===== config.mk =====
export PLATFORM = sky130hd
export DESIGN_NAME = mul_tree_feeder_bf16
export DESIGN_NICKNAME = d
export VERILOG_FILES = /design/src/rtl/mul_tree_feeder_bf16.sv
export SDC_FILE = /design/constraint.sdc
export NUM_CORES = 1
export LEC_CHECK = 0
export CAP_MARGIN = 20
export CORE_UTILIZATION = 54
export DETAILED_ROUTE_END_ITERATION = 10
export PLACE_DENSITY = 0.8
export SLEW_MARGIN = 20
export SYNTH_ARGS = -nofsm -noshare
export SYNTH_HDL_FRONTEND = slang
export SYNTH_SLANG_ARGS = --single-unit

===== constraint.sdc =====
create_clock -name clk -period 4.8 [get_ports clk]
set_clock_uncertainty 0.1 [all_clocks]
set_input_delay 0.96 -clock clk [delete_from_list [all_inputs] [get_ports clk]]
set_output_delay 0.96 -clock clk [all_outputs]
set_load 0.05 [all_outputs]

===== src/rtl/mul_tree_feeder_bf16.sv =====
// mul_tree_feeder_bf16
//   Producer side of the bf16 multiplier-tree operand interface. Collects
//   bf16 leaf operands over valid/ready and packs them 8 per batch into the
//   128-bit tree operand word. Unfilled slots are padded with PAD_VALUE, and
//   each batch is announced with a one-cycle strobe. The grouping mode is
//   held stable while batches are outstanding. Outstanding batches are
//   tracked using the tree's result strobe.
//   Optional: define MUL_FEED_PERF_CNT_EN to add the perf_batches/perf_pads
//   counters.
module mul_tree_feeder_bf16 #(
    parameter int unsigned MAX_INFLIGHT = 15,
    parameter logic [15:0] PAD_VALUE    = 16'h3F80,
    localparam int unsigned CW          = $clog2(MAX_INFLIGHT + 1)
) (
    input  logic          clk,
    input  logic          rst,
    input  logic [1:0]    cfg_mode,
    input  logic [15:0]   s_in_data,
    input  logic          s_in_valid,
    input  logic          s_in_last,
    output logic          s_in_ready,
    output logic [127:0]  mul_ins,
    output logic          mul_stb,
    output logic [1:0]    mode,
    input  logic [3:0]    res_stb,
    output logic [CW-1:0] in_flight,
    output logic          err_underflow
`ifdef MUL_FEED_PERF_CNT_EN
    ,
    output logic [31:0]   perf_batches,
    output logic [31:0]   perf_pads
`endif
);

    typedef enum logic {
        ST_FILL,
        ST_DRAIN
    } state_t;

    localparam logic [CW-1:0] MAX_CNT = CW'(MAX_INFLIGHT);

    state_t             state_q, state_d;
    logic [2:0]         slot_cnt_q, slot_cnt_d;
    logic [7:0][15:0]   slots_q, slots_d;
    logic [127:0]       mul_ins_q, mul_ins_d;
    logic               mul_stb_q, mul_stb_d;
    logic [1:0]         mode_q, mode_d;
    logic [1:0]         req_mode_q, req_mode_d;
    logic [CW-1:0]      in_flight_q, in_flight_d;
    logic               err_q, err_d;

    logic               ready_c;
    logic               accept_c;
    logic               close_c;
    logic               retire_c;
    logic               mode_req_c;

    // Only res_stb[0] is a per-batch completion; the other strobes are
    // informational for this producer.
    logic               unused_res_hi;
    assign unused_res_hi = ^res_stb[3:1];

    // Next-state: handshake, slot packing, batch issue, mode latch, and in-flight tracking
    always_comb begin
        state_d     = state_q;
        slot_cnt_d  = slot_cnt_q;
        slots_d     = slots_q;
        mul_ins_d   = mul_ins_q;
        mul_stb_d   = 1'b0;
        mode_d      = mode_q;
        req_mode_d  = req_mode_q;
        in_flight_d = in_flight_q;
        err_d       = err_q;
        ready_c     = 1'b0;

        retire_c   = res_stb[0];
        mode_req_c = s_in_valid && (slot_cnt_q == 3'd0) && (cfg_mode != mode_q);

        if (state_q == ST_FILL) begin
            if (mode_req_c) begin
                // A mode change takes effect immediately if nothing is in
                // flight; otherwise wait in DRAIN for the tree to empty.
                if (in_flight_q == '0) begin
                    mode_d = cfg_mode;
                end else begin
                    state_d    = ST_DRAIN;
                    req_mode_d = cfg_mode;
                end
            end else begin
                ready_c = (in_flight_q < MAX_CNT);
            end
        end

        accept_c = ready_c && s_in_valid;
        close_c  = accept_c && ((slot_cnt_q == 3'd7) || s_in_last);

        if (accept_c) begin
            slots_d[slot_cnt_q] = s_in_data;
            slot_cnt_d          = slot_cnt_q + 3'd1;
        end

        // The closing beat goes straight into the operand word so the issue
        // lands one cycle after it, leaving the slot buffer free for the next batch.
        if (close_c) begin
            slot_cnt_d = '0;
            mul_stb_d  = 1'b1;
            for (int unsigned k = 0; k < 8; k++) begin
                if (k < 32'(slot_cnt_q)) begin
                    mul_ins_d[16*k +: 16] = slots_q[k[2:0]];
                end else if (k == 32'(slot_cnt_q)) begin
                    mul_ins_d[16*k +: 16] = s_in_data;
                end else begin
                    mul_ins_d[16*k +: 16] = PAD_VALUE;
                end
            end
        end

        // Issue and retire in the same cycle cancel. A retire with nothing
        // outstanding is flagged and not counted.
        if (retire_c && (in_flight_q == '0)) begin
            err_d       = 1'b1;
            in_flight_d = in_flight_q + CW'(close_c);
        end else begin
            in_flight_d = in_flight_q + CW'(close_c) - CW'(retire_c);
        end

        // Mode and in_flight update on the same edge, so mode never changes
        // while a batch is visibly outstanding.
        if ((state_q == ST_DRAIN) && (in_flight_d == '0)) begin
            mode_d  = req_mode_q;
            state_d = ST_FILL;
        end
    end

    // State and output registers with synchronous reset
    always_ff @(posedge clk) begin
        if (rst) begin
            state_q     <= ST_FILL;
            slot_cnt_q  <= '0;
            slots_q     <= '0;
            mul_ins_q   <= '0;
            mul_stb_q   <= 1'b0;
            mode_q      <= 2'b00;
            req_mode_q  <= 2'b00;
            in_flight_q <= '0;
            err_q       <= 1'b0;
        end else begin
            state_q     <= state_d;
            slot_cnt_q  <= slot_cnt_d;
            slots_q     <= slots_d;
            mul_ins_q   <= mul_ins_d;
            mul_stb_q   <= mul_stb_d;
            mode_q      <= mode_d;
            req_mode_q  <= req_mode_d;
            in_flight_q <= in_flight_d;
            err_q       <= err_d;
        end
    end

    assign s_in_ready    = ready_c & ~rst;
    assign mul_ins       = mul_ins_q;
    assign mul_stb       = mul_stb_q;
    assign mode          = mode_q;
    assign in_flight     = in_flight_q;
    assign err_underflow = err_q;

`ifdef MUL_FEED_PERF_CNT_EN
    logic [31:0] perf_batches_q, perf_batches_d;
    logic [31:0] perf_pads_q, perf_pads_d;

    // Perf counters: issued batches and padded slots, wrapping at 2^32
    always_comb begin
        perf_batches_d = perf_batches_q;
        perf_pads_d    = perf_pads_q;
        if (close_c) begin
            perf_batches_d = perf_batches_q + 32'd1;
            perf_pads_d    = perf_pads_q + 32'(3'd7 - slot_cnt_q);
        end
    end

    // Perf counter registers with synchronous reset
    always_ff @(posedge clk) begin
        if (rst) begin
            perf_batches_q <= '0;
            perf_pads_q    <= '0;
        end else begin
            perf_batches_q <= perf_batches_d;
            perf_pads_q    <= perf_pads_d;
        end
    end

    assign perf_batches = perf_batches_q;
    assign perf_pads    = perf_pads_q;
`endif

endmodule


### Word-level counts from Yosys, hierarchy flattened

Cells that the tools add are included.

| word-level totals | value |
|---|---|
| output and inout port bits | 137 |
| bits in registers | 270 |

| cells by class | value |
|---|---|
| magnitude comparators | 10 |
| reductions and logical operators | 17 |
| multiplexer cells | 29 |
| add/sub/neg operators | 3 |
| bitwise operators | 4 |
| equal/unequal tests | 10 |

Operator list:

| operator | number |
|---|---|
| 2-to-1 mux 16 bit | 16 |
| bitwise mux 128 bit | 1 |
| demux 16 bit (select 3 bit) | 1 |
| equality test 3 bit, first input constant | 4 |
| < comparator 3 bit, first input constant | 3 |
| logical NOT 4 bit | 2 |
| 2-to-1 mux 2 bit | 4 |
| logical AND 1 bit | 7 |
| equality test 2 x 3 -> 1 bit, first input constant | 2 |
| < comparator 1 x 3 -> 1 bit, first input constant | 2 |
| < comparator 2 x 3 -> 1 bit, first input constant | 2 |
| 2-to-1 mux 1 bit | 6 |
| AND reduction 3 bit | 2 |
| adder 4 x 1 -> 4 bit | 1 |
| < comparator 3 x 4 -> 1 bit, second input constant | 1 |
| < comparator 4 bit, second input constant | 1 |
| 2-to-1 mux 4 bit | 1 |
| nonzero test 2 bit | 2 |
| OR reduction 2 bit | 2 |
| subtractor 4 x 1 -> 4 bit | 1 |
| adder 3 x 1 -> 3 bit, second input constant | 1 |
| equality test 1 x 3 -> 1 bit, first input constant | 1 |
| equality test 3 bit, second input constant | 1 |
| greater-or-equal comparator 3 x 1 -> 1 bit, second input constant | 1 |
| other kinds (6) | 8 |

### Longest topological paths before layout

Gate-level depths: netlist (run 1).

| depth | value |
|---|---|
| depth in word-level cells | 14 |
| depth in mapped cells | 19 |
| depth with buffers taken out | 15 |

### Worst setup path after synthesis (run 1)

Ideal clock, no wire load.

| timing | value |
|---|---|
| path kind | input to register |
| start point | input cfg_mode[1] |
| end point | register mode_q[0] (netlist: mode[0]) |
| arrival time | 3.650 ns |
| stages on the path | 16 |
| required time | 4.578 ns |
| setup time | 0.122 ns |
| buffers on the path | 2 |
| setup slack | 0.928 ns |
| path through | xnor2_1 > a21oi_2 > a21oi_4 > o21ai_2 > inv_2 > buf_4 > buf_2 > ha_1 > ha_1 > inv_1 > ha_1 > nand3_1 > nand4_1 > a311oi_1 > a21oi_1 > o311a_1 |

| on the way | value |
|---|---|
| longest elaborated chain between the ends | 13 |
| elaborated cells on any way between the ends | 16 |
| classes of those cells | add/sub (2); eq/ne (2); mux (4); reduce/logical (8) |

RTL lines:

| element | RTL line | source |
|---|---|---|
| start, declared | 17 | `input logic [1:0] cfg_mode,` |
| != test 2 bit (*) | 77 | `mode_req_c = s_in_valid && (slot_cnt_q == 3'd0) && (cfg_mode != mode_q);` |
| logical AND 1 bit (*) | 77 |  |
| 2-to-1 mux 1 bit (*) | 80 | `if (mode_req_c) begin` |
| 2-to-1 mux 1 bit (*) | 79 | `if (state_q == ST_FILL) begin` |
| logical AND 1 bit (*) | 94 | `accept_c = ready_c && s_in_valid;` |
| logical AND 1 bit (*) | 95 | `close_c = accept_c && ((slot_cnt_q == 3'd7) \|\| s_in_last);` |
| net close_c | 54 | `logic close_c;` |
| adder 4 x 1 -> 4 bit (*) | 122, 124 |  |
| subtractor 4 x 1 -> 4 bit | 124 | `in_flight_d = in_flight_q + CW'(close_c) - CW'(retire_c);` |
| 2-to-1 mux 4 bit (*) | 120 | `if (retire_c && (in_flight_q == '0)) begin` |
| logical NOT 4 bit (*) | 129 | `if ((state_q == ST_DRAIN) && (in_flight_d == '0)) begin` |
| logical AND 1 bit (*) | 129 |  |
| != test 2 x 1 -> 1 bit (no source line) / nonzero test 2 bit (equally long branches) | - |  |
| AND reduction 3 bit (no source line) | - |  |
| end signal, assigned | 153 | `mode_q <= mode_d;` |
| end, declared | 47 | `logic [1:0] mode_q, mode_d;` |

The timed path passes the listed nets; every way through them passes the cells marked *.
A chain may end at the register's enable or synchronous reset.

### Worst setup path after layout (run 1)

| timing | value |
|---|---|
| start point | register slot_cnt_q[1] |
| end point | output s_in_ready |

| on the way | value |
|---|---|
| longest elaborated chain between the ends | 6 |

RTL lines:

| element | RTL line | source |
|---|---|---|
| start, declared | 43 | `logic [2:0] slot_cnt_q, slot_cnt_d;` |
| start signal, assigned | 149 | `slot_cnt_q <= slot_cnt_d;` |
| logical NOT 3 bit | 77 |  |
| logical AND 1 bit (2 in a row) | 77 |  |
| 2-to-1 mux 1 bit | 80 |  |
| 2-to-1 mux 1 bit | 79 |  |
| bitwise AND 1 bit | 160 | `assign s_in_ready = ready_c & ~rst;` |
| end, declared | 21 | `output logic s_in_ready,` |

No other way between the ends.

==> key figures, run 1 <==
Setup path
  • Worst path cell trace: inv_1, ha_1, buf_4, a31oi_1, clkdlybuf4s50_1
  • WP data arrival: 3150 ps
  • Type of the worst setup path: flop to output pin
  • CP max stage cell: clkdlybuf4s50_1
  • Element type at the critical path start: flop
  • Setup crit start: slot_cnt_q[1]$_SDFFE_PP0P_
  • Critical Path End Type: output pin
  • Critical Path RT: between 3000 and 4000 ps
  • Slowest stage delay, CP: ~840 ps
  • Worst R2R Start: slot_cnt_q[1]$_SDFFE_PP0P_
  • Critical Path Fanout Max: 15

Die
  • Die height: 139.9 um
  • Io pins: ~160
  • Initial Util: 0.5505
  • Die area: between 15000 and 20000 um^2
  • Core area: around 19000 um^2
  • Rows: 50
  • Die W: about 140 um

Power
  • Int Pwr: approximately 4.6 mW
  • Sequential power share: 0.352
  • LEAKAGE: 4.765 nW
  • P per Cell Area: just under 600 nW/um^2
  • Sw Pwr: between 2 and 3 mW
  • Clock Power Share: 0.284
  • Sw Ratio: 0.3811
  • Max VDD drop: between 0.3 and 0.4 mV
  • Combinational Power Share: 0.364
  • Total power: 7.410 mW

STA
  • Slew headroom: 0.2701
  • TNS Setup: 0 ps
  • Min Tclk post-route: ~4200 ps
  • Worst-Margin Slew: around 1100 ps
  • Final Max Slew Viols: 0
  • Period utilization: 0.8775
  • Final hold violations: 0
  • RSZ-0062 raised after global routing: false
  • FMAX: around 240 MHz
  • Worst Setup Slack, final: roughly 590 ps
  • Final setup violating endpoints: 0

Yosys
  • Post-synth EDFFs: 0
  • Post-Syn Area per Cell: 8.765 um^2
  • Mapped cell area: about 10000 um^2
  • Gate Count Post-Synth: 1171
  • Sequential fraction of the synthesis area: 0.4954
  • Net Count, Synth: between 1000 and 1500
  • Seq cells post-synth: 254
  • Netlist cell types: 49
  • Synth Warn #: 0
  • Ys async rst share: 0
  • Prevailing post-synth register cell: dfxtp_1

Drt
  • Wirelength per Cell: roughly 18 um
  • ANT nets after route: 0
  • DRC viols: 0
  • DRT Wirelength: ~28 mm
  • Vias: just over 9000
  • DR pass1 iterations: 5
  • Starting DRT DRC Count: 940
  • DR vias/cell: 5.970

Finish
  • Area occupied by multi-input gates: around 4700 um^2
  • FF+latch area: 5085 um^2
  • Finished Cell Area: about 13000 um^2
  • Commonest non-fill, non-tap cell in the layout: dfxtp_1
  • Final Net Count: between 1000 and 1500
  • Most frequent cells in the layout: dfxtp_1 (254), nor2_1 (166), clkdlybuf4s50_1 (158)
  • Fillers: 1471
  • Fin cells: between 1500 and 2000
  • Area Growth Syn to Fin: 24.02%
  • # diodes: 0
  • Layout cell share with drive strength beyond 1: 0.05841

Global routing
  • Total grt overflow: 0
  • Total global-route track usage: 0.2775
  • First-pass GRT wire length: 44.04 mm
  • Initial antenna violation count: 0
  • Vias in the first global route: approximately 8400
  • Largest net degree at the start of global routing: between 100 and 150

Clock tree
  • Htree depth: 1
  • CTS Buf Count: 25
  • Post CTS Setup Buffer Count: 0
  • CTS tree: yes
  • # hold bufs at CTS: 0
  • Clock transition at path regs: around 60 ps
  • Root Driver: clkbuf_16
  • CTS resizes: 0
  • Sink Count: approximately 250
  • Longest Clk Path Bufs: 3
  • Worst skew pair latency: 510 ps

Flow run
  • # Max-Cap Violations: 0

Hold path
  • Beginning of the worst hold path: mul_ins[10]$_SDFFE_PP0P_
  • Hold Crit Class: flop to flop

Placement
  • Routability cong.: a little over 0.8
  • Placed inst area: 11820 um^2
  • Placed cell count: 1472
  • Worst slack at placement: between 600 and 700 ps
  • Final HPWL DP: between 15 and 20 mm
  • PortBufs: 159

Outcome
  • Outcome: completed
[metal layers]
layer	GRT usage	routed length, um	vias up
met5	0	0	-
met3	0.05781	2252	53
met4	0.09080	736	0
met1	0.3683	11970	4333
met2	0.4500	12730	348
li1	-	-	4329
[per-stage QoR]
| stage | hold slack [ps] | util |
|---|---|---|
| 2_1_floorplan | 336.1 | - |
| 3_3_place_gp | 338.0 | 0.6339 |
| 3_5_place_dp | 343.8 | 0.6339 |
| 4_1_cts | 351.2 | 0.6819 |
| 5_1_grt | 369.4 | 0.6828 |
| 6_report | 349.7 | 0.6828 |
[logic make-up (layout without fill, tap and decap cells)]
group                    count (synthesis)  after routing  share of synthesized area
XOR/XNOR                                 7              7                   0.006706
adder cells (fa/ha/maj)                  8              8                   0.009753
AND/OR/NAND/NOR                        471            471                     0.1999
flip-flops                             254            254                     0.4954
AO/OA/AOI/OAI                          227            227                     0.1543
multiplexers                            87             87                    0.08485
buffers and inverters                  117            230                    0.04901
[power by group through the flow]
| stage | Clock (mW) | Sequential [mW] | Combinational, mW |
|---|---|---|---|
| 2_1_floorplan | 0 | 3.47 | 1.07 |
| 3_3_place_gp | 0 | 2.64 | 2.64 |
| 3_5_place_dp | 0 | 2.65 | 2.68 |
| 4_1_cts | 2.12 | 2.61 | 2.69 |
| 5_1_grt | 2.21 | 2.64 | 2.86 |
| 6_report | 2.10 | 2.61 | 2.70 |
[registers in the layout, indices dropped and copies added (netlist names)]
signal         cells
mul_ins          128
req_mode_q         2
err_underflow      1
state_q            1
mode               2
in_flight          4
mul_stb            1
slot_cnt_q         3
slots_q          112
[worst max-delay path, delay by kind of cell (launching register included)]
kind | cells | cell delay, ps
AO/OA/AOI/OAI | 1 | 200
flip-flops | 1 | 670
adder cells (fa/ha/maj) | 1 | 430
buffers and inverters | 3 | 1340
[synthesized netlist by cell type, types with 7 or more instances]
master      n  share of area
dfxtp_1   254           0.50
a311oi_1   37          0.032
a221oi_1   27          0.023
nor2_1    166          0.061
o22ai_1     7         0.0043
o211ai_1   28          0.020
nand3_1    70          0.034
or3_1      16         0.0098
clkbuf_1   71          0.026
o221ai_1   21          0.018
nor3_1     31          0.015
mux2i_1    87          0.085
ha_1        8         0.0098
nand2_1   157          0.057
nand3b_1   14          0.010
buf_2      26          0.013
a21oi_1    94          0.046
buf_4       8         0.0059
[layout make-up]
| cell class | count | share of cell area |
|---|---|---|
| flip-flops and latches | 254 | 0.3995 |
| multi-input cells | 800 | 0.3679 |
| repair buffers | 178 | 0.1369 |
| clock buffers | 35 | 0.05839 |
| well taps | 234 | 0.02300 |
| clock inverters | 10 | 0.01199 |
| inverters | 7 | 0.002261 |
[path summary, 6_finish.rpt]
check | slack, ps | depth (start not counted) | to
setup / recovery | 590 | 5 | s_in_ready
hold / removal | 350 | 2 | mul_ins[10]$_SDFFE_PP0P_
setup reg to reg | 1010 | 9 | mul_ins[20]$_SDFFE_PP0P_
hold reg to reg | 350 | 2 | mul_ins[10]$_SDFFE_PP0P_
Power figures use the tool's default switching activity.
==> run 2: changes to the inputs <==
==> constraint.sdc (replaced) <==
create_clock -name clk -period 4.8 [get_ports clk]
set_clock_uncertainty 0.1 [all_clocks]
set_input_delay 0.48 -clock clk [delete_from_list [all_inputs] [get_ports clk]]
set_output_delay 0.48 -clock clk [all_outputs]
set_load 0.05 [all_outputs]
==> key figures, run 2 (synthesis results as in run 1) <==
Die
  • Initial Util: 0.5505 (unchanged)
  • Rows: 50 (unchanged)
  • Io pins: 163 (unchanged)
  • Die W: 139.9 um (unchanged)
  • Die height: 139.9 um (unchanged)
  • Die area: 19560 um^2 (unchanged)
  • Core area: 18640 um^2 (unchanged)

Finish
  • Fillers: 1510 (was 1471)
  • Most frequent cells in the layout: dfxtp_1 (254), nor2_1 (166), clkdlybuf4s50_1 (158) (unchanged)
  • Final Net Count: 1298 (was 1300)
  • Largest register FFs: 128 (unchanged)
  • # diodes: 0 (unchanged)
  • Commonest non-fill, non-tap cell in the layout: dfxtp_1 (unchanged)
  • Area Growth Syn to Fin: 22.14% (was 24.02%)
  • Layout cell share with drive strength beyond 1: 0.04781 (was 0.05841)

Clock tree
  • # hold bufs at CTS: 0 (unchanged)
  • Longest Clk Path Bufs: 3 (unchanged)
  • Worst skew pair latency: 510 ps (about the same)
  • CTS resizes: 0 (unchanged)
  • CTS Buf Count: 25 (unchanged)
  • Root Driver: clkbuf_16 (unchanged)
  • CTS tree: yes (unchanged)
  • Htree depth: 1 (unchanged)
  • Sink Count: 254 (unchanged)
  • Clock transition at path regs: 60 ps (about the same)
  • Post CTS Setup Buffer Count: 0 (unchanged)

Drt
  • DR pass1 iterations: 5 (unchanged)
  • Starting DRT DRC Count: 766 (was 940)
  • DRT Wirelength: 27.14 mm (was 27.69 mm)
  • Vias: 9065 (was 9063)
  • ANT nets after route: 0 (unchanged)
  • DR vias/cell: 6.003 (was 5.970)
  • DRC viols: 0 (unchanged)
  • Wirelength per Cell: 17.97 um (was 18.24 um)

STA
  • Slew headroom: 0.3265 (was 0.2701)
  • FMAX: 270.4 MHz (was 237.4 MHz)
  • Final setup violating endpoints: 0 (unchanged)
  • TNS Setup: 0 ps (unchanged)
  • Final Max Slew Viols: 0 (unchanged)
  • Period utilization: 0.7704 (was 0.8775)
  • Worst-Margin Slew: 1010 ps (was 1095 ps)
  • Final hold violations: 0 (unchanged)
  • RSZ-0062 raised after global routing: false (unchanged)
  • Hold Slack: 345.1 ps (was 349.7 ps)
  • Min Tclk post-route: 3698 ps (was 4212 ps)

Global routing
  • Total global-route track usage: 0.2725 (was 0.2775)
  • Largest net degree at the start of global routing: 93 (was 108)
  • Vias in the first global route: 8465 (was 8420)
  • Initial antenna violation count: 0 (unchanged)
  • First-pass GRT wire length: 43.68 mm (was 44.04 mm)
  • Total grt overflow: 0 (unchanged)

Setup path
  • FF-to-FF path depth: 8 (was 9)
  • Critical Path End Type: flop (was output pin)
  • Critical Path Fanout Max: 86 (was 15)
  • Type of the worst setup path: flop to flop (was flop to output pin)
  • R2r setup slk: 1100 ps (was 1010 ps)
  • Critical Path RT: 5110 ps (was 3740 ps)
  • Element type at the critical path start: flop (unchanged)
  • Worst R2R Start: slot_cnt_q[1]$_SDFFE_PP0P_ (unchanged)
  • WP data arrival: 4010 ps (was 3150 ps)
  • FF-to-FF End: mul_ins[5]$_SDFFE_PP0P_ (was mul_ins[20]$_SDFFE_PP0P_)

Power
  • Clock Power Share: 0.250 (was 0.284)
  • Sequential power share: 0.371 (was 0.352)
  • P per Cell Area: 563.6 nW/um^2 (was 582.2 nW/um^2)
  • Sw Pwr: 2.779 mW (was 2.824 mW)
  • Max VDD drop: 0.3501 mV (was 0.3872 mV)
  • LEAKAGE: 4.660 nW (was 4.765 nW)
  • Sw Ratio: 0.3933 (was 0.3811)
  • Total power: 7.066 mW (was 7.410 mW)
  • Combinational Power Share: 0.380 (was 0.364)
  • Int Pwr: 4.286 mW (was 4.586 mW)

Hold path
  • Worst Hold Depth: 2 (unchanged)
  • Hold path endpoint: slots_q[2]$_SDFFE_PP0P_ (was mul_ins[10]$_SDFFE_PP0P_)
  • Beginning of the worst hold path: rst (was mul_ins[10]$_SDFFE_PP0P_)
  • Hold Crit Class: input pin to flop (was flop to flop)

Placement
  • Routability cong.: 0.8047 (was 0.8083)
  • PortBufs: 159 (unchanged)
  • Final HPWL DP: 16.85 mm (was 16.96 mm)

Flow run
  • # Max-Cap Violations: 0 (unchanged)

Outcome
  • Outcome: completed (unchanged)
==> run 2: routing by layer <==
layer | GRT usage | share of wire
met5 | 0 | 0
met4 | 0.08618 | 0.021
met3 | 0.05953 | 0.085
met2 | 0.4429 | 0.46
met1 | 0.3604 | 0.43
==> run 2: power groups by stage <==
stage / Clock (mW) / Sequential, mW / Combinational (mW)
after floorplan: 0 / 3.47 / 1.07
after global placement: 0 / 2.65 / 2.62
final: 1.76 / 2.62 / 2.68
after global routing: 1.88 / 2.65 / 2.85
after detailed placement: 0 / 2.66 / 2.67
after CTS: 1.79 / 2.62 / 2.68
==> run 2: stage by stage <==
stage,cell area [um^2],instances,utilization,setup slack [ps]
after floorplan,10260,1171,-,1213
after global placement,11800,1470,0.6331,1130
after detailed placement,11800,1470,0.6331,1034
after CTS,12520,1509,0.6716,1151
after global routing,12540,1510,0.6724,864.7
final,12540,1510,0.6724,1102
==> run 2: layout make-up <==
cell class / instances / area [um^2] / area share
Clock buffer: 36 / 696.9 / 0.05559
Clock inverter: 3 / 21.27 / 0.001697
Inverter: 7 / 28.78 / 0.002296
Multi-Input combinational cell: 800 / 4683 / 0.3736
Sequential cell: 254 / 5085 / 0.4056
Tap cell: 234 / 292.8 / 0.02336
Timing Repair Buffer: 176 / 1728 / 0.1378
==> run 2: worst max-delay path by stage <==
stage | start | to | cells after the start
3_5_place_dp | cfg_mode[1] | mode[0]$_SDFFE_PP0P_ | 15
2_1_floorplan | in_flight[2]$_SDFF_PP0_ | mode[0]$_SDFFE_PP0P_ | 17
5_1_grt | slot_cnt_q[1]$_SDFFE_PP0P_ | mul_ins[96]$_SDFFE_PP0P_ | 8
3_3_place_gp | cfg_mode[1] | mode[0]$_SDFFE_PP0P_ | 15
4_1_cts | slot_cnt_q[1]$_SDFFE_PP0P_ | mul_ins[19]$_SDFFE_PP0P_ | 8
6_report | slot_cnt_q[1]$_SDFFE_PP0P_ | mul_ins[5]$_SDFFE_PP0P_ | 8
==> run 2: critical path: stages (launching register included) <==
cell and delay (ps):
dfxtp_1 690, ha_1 260, ha_1 490, o21ai_4 130, inv_4 80, buf_4 680, buf_4 710, nor2_1 110
a311oi_1 290
